## src/rtl/register_file_mp_if.sv

```systemverilog
// -----------------------------------------------------------------------------
// register_file_mp_if
// Bus bundle for the multi-port register file.
//   master : the pipeline side. It drives the read addresses, the write port and
//            the reserve request, and receives read data, busy flags and the
//            pending count.
//   slave  : the register file itself.
// Signals:
//   ReadRegister    NUM_READ packed read addresses, port k at [k*ADDR_WIDTH +: ADDR_WIDTH]
//   ReadData        NUM_READ packed read data, same packing
//   ReadBusy        per-port flag, set while the addressed register has a pending producer
//   RegWrite        write enable
//   WriteRegister   write address
//   WriteData       write data
//   Reserve         marks ReserveRegister as pending (a producer has issued)
//   ReserveRegister register to mark pending
//   PendingCount    registered count of pending registers
// -----------------------------------------------------------------------------
interface register_file_mp_if #(
  parameter int DATA_WIDTH = 32,
  parameter int ADDR_WIDTH = 5,
  parameter int NUM_READ   = 2
);
  logic [NUM_READ*ADDR_WIDTH-1:0] ReadRegister;
  logic [NUM_READ*DATA_WIDTH-1:0] ReadData;
  logic [NUM_READ-1:0]            ReadBusy;
  logic                           RegWrite;
  logic [ADDR_WIDTH-1:0]          WriteRegister;
  logic [DATA_WIDTH-1:0]          WriteData;
  logic                           Reserve;
  logic [ADDR_WIDTH-1:0]          ReserveRegister;
  logic [ADDR_WIDTH:0]            PendingCount;

  modport master (
    output ReadRegister, RegWrite, WriteRegister, WriteData, Reserve, ReserveRegister,
    input  ReadData, ReadBusy, PendingCount
  );

  modport slave (
    input  ReadRegister, RegWrite, WriteRegister, WriteData, Reserve, ReserveRegister,
    output ReadData, ReadBusy, PendingCount
  );
endinterface

```

## src/rtl/register_file_mp.sv

```systemverilog
// -----------------------------------------------------------------------------
// register_file_mp
// Parametrised multi-port MIPS register file for the pipelined datapath.
// It has NUM_READ combinational read ports and one write port with a
// same-cycle write-to-read bypass. Register 0 reads as zero. A per-register
// pending-write scoreboard lets the hazard logic stall the consumers of
// long-latency results.
// Ports:
//   Clk    rising-edge clock for all state
//   Reset  asynchronous, active-low reset. It clears the registers, the
//          pending bits and PendingCount.
//   rf     register_file_mp_if.slave. Carries the read, write, reserve and
//          status signals.
// The interface parameters must match this module's parameters.
// -----------------------------------------------------------------------------
module register_file_mp #(
  parameter int DATA_WIDTH = 32,
  parameter int ADDR_WIDTH = 5,
  parameter int NUM_READ   = 2
) (
  input logic               Clk,
  input logic               Reset,
  register_file_mp_if.slave rf
);
  localparam int Depth = 2 ** ADDR_WIDTH;

  logic [DATA_WIDTH-1:0]          regArray [Depth];
  logic [Depth-1:0]               pendingReg;
  logic [Depth-1:0]               pendingNext;
  logic [ADDR_WIDTH:0]            pendingCountReg;
  logic [ADDR_WIDTH:0]            pendingCountNext;
  logic [NUM_READ*DATA_WIDTH-1:0] readDataBus;
  logic [NUM_READ-1:0]            readBusyBus;
  logic                           writeEn;

  // Writes to register 0 are dropped, so entry 0 keeps its reset value of zero.
  assign writeEn = rf.RegWrite && (rf.WriteRegister != '0);

  always_ff @(posedge Clk or negedge Reset) begin
    if (!Reset) begin
      for (int r = 0; r < Depth; r++) begin
        regArray[r] <= '0;
      end
    end else if (writeEn) begin
      regArray[rf.WriteRegister] <= rf.WriteData;
    end
  end

  // A reserve takes priority over a completing write to the same register.
  // The new producer supersedes the old one, so the bit must stay set.
  always_comb begin
    pendingNext = pendingReg;
    for (int r = 1; r < Depth; r++) begin
      if (rf.Reserve && (rf.ReserveRegister == ADDR_WIDTH'(r))) begin
        pendingNext[r] = 1'b1;
      end else if (rf.RegWrite && (rf.WriteRegister == ADDR_WIDTH'(r))) begin
        pendingNext[r] = 1'b0;
      end
    end
    pendingNext[0] = 1'b0;
  end

  // The count is taken from the next-state vector. That lets the registered
  // count change on the same edge as the pending bits.
  always_comb begin
    pendingCountNext = '0;
    for (int r = 0; r < Depth; r++) begin
      pendingCountNext = pendingCountNext + (ADDR_WIDTH + 1)'(pendingNext[r]);
    end
  end

  always_ff @(posedge Clk or negedge Reset) begin
    if (!Reset) begin
      pendingReg      <= '0;
      pendingCountReg <= '0;
    end else begin
      pendingReg      <= pendingNext;
      pendingCountReg <= pendingCountNext;
    end
  end

  for (genvar gi = 0; gi < NUM_READ; gi++) begin : gReadPort
    logic [ADDR_WIDTH-1:0] addr;
    logic                  writeHit;

    assign addr     = rf.ReadRegister[gi*ADDR_WIDTH +: ADDR_WIDTH];
    assign writeHit = rf.RegWrite && (rf.WriteRegister == addr);

    assign readDataBus[gi*DATA_WIDTH +: DATA_WIDTH] =
        (addr == '0) ? '0 :
        writeHit     ? rf.WriteData :
                       regArray[addr];

    // A write landing this cycle satisfies the consumer through the bypass,
    // so the consumer is no longer busy. pendingReg[0] is always 0.
    assign readBusyBus[gi] = pendingReg[addr] && !writeHit;
  end

  assign rf.ReadData     = readDataBus;
  assign rf.ReadBusy     = readBusyBus;
  assign rf.PendingCount = pendingCountReg;
endmodule

```

## src/flat_wrapper.sv

```systemverilog
// flat-port wrapper written by rule: the top's interface ports become plain ports
module register_file_mp_flat 
#(
  parameter int DATA_WIDTH = 32,
  parameter int ADDR_WIDTH = 5,
  parameter int NUM_READ   = 2
)
  (Clk, Reset, rf_ReadRegister, rf_RegWrite, rf_WriteRegister, rf_WriteData, rf_Reserve, rf_ReserveRegister, rf_ReadData, rf_ReadBusy, rf_PendingCount);
  register_file_mp_if #(.DATA_WIDTH(DATA_WIDTH), .ADDR_WIDTH(ADDR_WIDTH), .NUM_READ(NUM_READ)) rf_i ();
  input logic Clk;
  input logic Reset;
  input wire logic [$bits(rf_i.ReadRegister)-1:0] rf_ReadRegister;
  input wire logic [$bits(rf_i.RegWrite)-1:0] rf_RegWrite;
  input wire logic [$bits(rf_i.WriteRegister)-1:0] rf_WriteRegister;
  input wire logic [$bits(rf_i.WriteData)-1:0] rf_WriteData;
  input wire logic [$bits(rf_i.Reserve)-1:0] rf_Reserve;
  input wire logic [$bits(rf_i.ReserveRegister)-1:0] rf_ReserveRegister;
  output wire logic [$bits(rf_i.ReadData)-1:0] rf_ReadData;
  output wire logic [$bits(rf_i.ReadBusy)-1:0] rf_ReadBusy;
  output wire logic [$bits(rf_i.PendingCount)-1:0] rf_PendingCount;
  assign rf_i.ReadRegister = rf_ReadRegister;
  assign rf_i.RegWrite = rf_RegWrite;
  assign rf_i.WriteRegister = rf_WriteRegister;
  assign rf_i.WriteData = rf_WriteData;
  assign rf_i.Reserve = rf_Reserve;
  assign rf_i.ReserveRegister = rf_ReserveRegister;
  assign rf_ReadData = rf_i.ReadData;
  assign rf_ReadBusy = rf_i.ReadBusy;
  assign rf_PendingCount = rf_i.PendingCount;
  register_file_mp #(.DATA_WIDTH(DATA_WIDTH), .ADDR_WIDTH(ADDR_WIDTH), .NUM_READ(NUM_READ)) u_core (.Clk(Clk), .Reset(Reset), .rf(rf_i));
endmodule
```

## config.mk

```make
export PLATFORM = sky130hd
export DESIGN_NAME = register_file_mp_flat
export DESIGN_NICKNAME = d
export VERILOG_FILES = /design/src/rtl/register_file_mp_if.sv /design/src/rtl/register_file_mp.sv /design/src/flat_wrapper.sv
export SDC_FILE = /design/constraint.sdc
export NUM_CORES = 2
export LEC_CHECK = 0
export ABC_AREA = 1
export CAP_MARGIN = 20
export CORE_MARGIN = 4
export CORE_UTILIZATION = 40
export CTS_CLUSTER_DIAMETER = 200
export CTS_CLUSTER_SIZE = 8
export DETAILED_ROUTE_END_ITERATION = 8
export GPL_ROUTABILITY_DRIVEN = 1
export SLEW_MARGIN = 20
export SYNTH_ARGS = -nofsm -noshare
export SYNTH_HDL_FRONTEND = slang
export SYNTH_SLANG_ARGS = --single-unit
```

## constraint.sdc

```tcl
create_clock -name Clk -period 10.41 [get_ports Clk]
set_clock_uncertainty 0.1 [all_clocks]
set_input_delay 3.123 -clock Clk [delete_from_list [all_inputs] [get_ports Clk]]
set_output_delay 3.123 -clock Clk [all_outputs]
set_load 0.02 [all_outputs]
```

==> out/qor.yml <==
status: "complete, no violations"
cts_setup_buffers: 0
yosys.area.top_type: "dfrtp_1"
min_path_type: "reg -> reg"
ant_nets: 0
cp-start-kind: "input port"
ir_drop_uv: 1260
yosysTopAreaCellShare_pct: 41.8
clockBufferDepth: 3
ys.flop_type: "dfrtp_1"
dpl_cell_area_um2: 65300
p_total_mw: 14.6
clkTransAtPathRegs_ns: 0.05
synth_warnings: 0
cts_tree: "built"
dr.pass1.iters: 8
drv_cap: 0
tns_ns: 0
ys_seq_elements: 1061
p_int_mw: 9.37
clk_latency_ns: 0.80
htreeDepth: 4
vias_per_cell: 5.79
slew_viol_final: 0
fmax_mhz: 105
p_per_area_nw_per_um2: 211
layout_setup_ws_ns: 0.886
syn-cell-area_um2: 63500
drcViolationCount: 0
start_util_pct: 40.4
grt_first_pass_wirelength_um: 394000
fin_area_um2: 69300
dpl.hpwl_um: 149000
required_ns: 7.19
wire_per_inst_um: 24.3
std_cell_rows: 145
die_w_um: 406
grt_pass1_vias: 59103
worstPathArrival_ns: 6.30
ioPinCount: 128
max_slew.worst_pin.slew_ns: 1.26
cts_root_buf: "clkbuf_16"
grt_usage_pct: 31.8
drt_iter0_markers: 9106
p_sw_mw: 5.27
end_kind: "output port"
synth_area_leaders: "dfrtp_1 (42%), nand2_1 (17%), nand3_1 (11%)"
antenna_found_initial: 13
finalWirelength_um: 267000
fillers: 15839
fin_crit_sh_pct: 91.5
core_area_um2: 157000
crit_fanout: 21
clkSinkCount: 1061
synthCells: 9237
rsz0062_at_grt: "no"
p_leak_nw: 32.7
port-buffer-count: 127
cts_resized: 0
relSlewSlack_pct: 16.1
hold_violations: 0
dr_total_vias: 63608
p_sw_share_pct: 36.0
setup_viol: 0
clock_power_share_pct: 30.5
p_comb_share_pct: 32.3
place_congestion: 0.949
synth_edf_count: 0
dieArea_um2: 165000
numCtsBuffers: 150
path_class: "in -> out"
period_minus_slack_ns: 9.52
die_y_um: 406
drive_above_1_share_pct: 5.71
syn-num-nets: 9325
seq_area_frac_synth_pct: 41.8
seqPwrFrac_pct: 37.2
preCtsSetupSlack_ns: 0.956
synth_area_per_cell_um2: 6.87
async_flop_share_pct: 100
synth_cell_types: 41
postCtsHoldBufs: 0
area_delta_synth_final_pct: 9.20
grt_overflow: 0
grt_max_degree: 152
fin_nets: 8994
-- through the flow --
step,hold slack [ns],instances,util [%]
2_1_floorplan,0.329,9237,-
3_3_place_gp,0.265,10811,41.6
3_5_place_dp,0.266,10812,41.6
4_1_cts,0.277,10977,44.2
5_1_grt,0.283,10978,44.2
6_report,0.273,10984,44.2
-- state kept, by name (all words and copies together) (netlist names) --
register,cells
u_core.pendingReg,31
u_core.regArray,1024
u_core.rf.PendingCount,6
-- cells by family (layout without fill, tap and decap cells) --
family          Yosys count  in the layout  share of synthesized area [%]
other cells               0              7                              0
compound gates         1551           1551                           13.2
buf+inv                1816           1498                           12.2
xor+xnor                  3              3                         0.0414
flops                  1061           1061                           41.8
fa+ha+maj                32             32                          0.903
simple gates           4774           4774                           31.8
-- cells in the final DEF, fill, tap and decap left out, drive strengths merged, types with 4 or more instances in the layout --
| cell type | n |
|---|---|
| buf | 195 |
| a22oi | 10 |
| o22ai | 12 |
| o211ai | 212 |
| ha | 9 |
| clkinv | 4 |
| fa | 23 |
| a21oi | 126 |
| clkdlybuf4s50 | 109 |
| o21ai | 1185 |
| or2 | 48 |
| nor3 | 11 |
| dfrtp | 1061 |
| nand3 | 1442 |
| nand2 | 2926 |
| clkbuf | 154 |
| diode | 7 |
| inv | 1036 |
| nor2 | 345 |
-- power groups by stage --
stage	clock network (mW)	logic (mW)	registers (mW)
6_report	4.46	4.73	5.45
2_1_floorplan	0	3.34	5.40
5_1_grt	4.68	5.35	5.53
3_5_place_dp	0	4.63	5.50
3_3_place_gp	0	4.60	5.48
4_1_cts	4.52	4.69	5.44
-- final timing paths --
path | startpoint | end | slack, ns | cells past startpoint
setup / recovery | rf_ReadRegister[7] | rf_ReadData[40] | 0.89 | 11
hold / removal | u_core.regArray[1008]$_DFFE_PN0P_ | u_core.regArray[1008]$_DFFE_PN0P_ | 0.27 | 0
setup reg to reg | u_core.pendingReg[1]$_DFF_PN0_ | u_core.rf.PendingCount[4]$_DFF_PN0_ | 5.12 | 16
hold reg to reg | u_core.regArray[1008]$_DFFE_PN0P_ | u_core.regArray[1008]$_DFFE_PN0P_ | 0.27 | 0
max in group asynchronous | Reset | u_core.regArray[29]$_DFFE_PN0P_ | 6.09 | 3
min in group asynchronous | Reset | u_core.regArray[6]$_DFFE_PN0P_ | 2.25 | 1
-- synthesized netlist by cell type, types with 2 or more instances --
| master | number |
|---|---|
| o211ai_1 | 212 |
| dfrtp_1 | 1061 |
| clkbuf_1 | 255 |
| clkbuf_2 | 9 |
| o21ai_2 | 4 |
| nor3_2 | 10 |
| o22ai_1 | 12 |
| inv_2 | 36 |
| o21ai_1 | 117 |
| buf_4 | 65 |
| o21ai_0 | 1064 |
| inv_1 | 991 |
| a22oi_2 | 6 |
| buf_6 | 26 |
| xor2_1 | 2 |
| nor2_4 | 18 |
| inv_4 | 2 |
| ha_1 | 9 |
| nor2_2 | 12 |
| buf_1 | 56 |
| nor2_1 | 310 |
| buf_2 | 376 |
| nand3_1 | 1440 |
| nor2_8 | 5 |
| a21oi_1 | 126 |
| nand2_1 | 2926 |
| fa_1 | 23 |
| or2_2 | 48 |
| a22oi_1 | 4 |
-- cell type report --
cell class | instances | area [um^2] | area share (%)
multi-input cells | 6360 | 29300 | 42.2
flip-flops and latches | 1061 | 26600 | 38.3
inverters | 1029 | 3910 | 5.64
clock buffers | 154 | 3850 | 5.56
repair buffers | 304 | 3030 | 4.38
well taps | 2058 | 2570 | 3.72
clock inverters | 11 | 115 | 0.166
diodes | 7 | 17.5 | 0.0253
-- worst max-delay path: stages --
cell and delay, ns:
buf_6 0.34, inv_6 0.21, nor2_4 0.94, nand3_1 0.16, nand2_1 0.10, nor2_1 0.05
nand2_1 0.09, nand2_1 0.05, nor2_1 0.37, nor2_1 0.19, clkdlybuf4s50_1 0.61
-- per-layer routing --
metal	GRT usage (%)	vias up	share of wire [%]
met5	0	-	0
met4	14.5	0	5.2
met3	7.86	729	12
met2	47.7	3929	42
met1	43.3	30251	40
li1	-	28699	-
(Power assumes the default switching activity.)
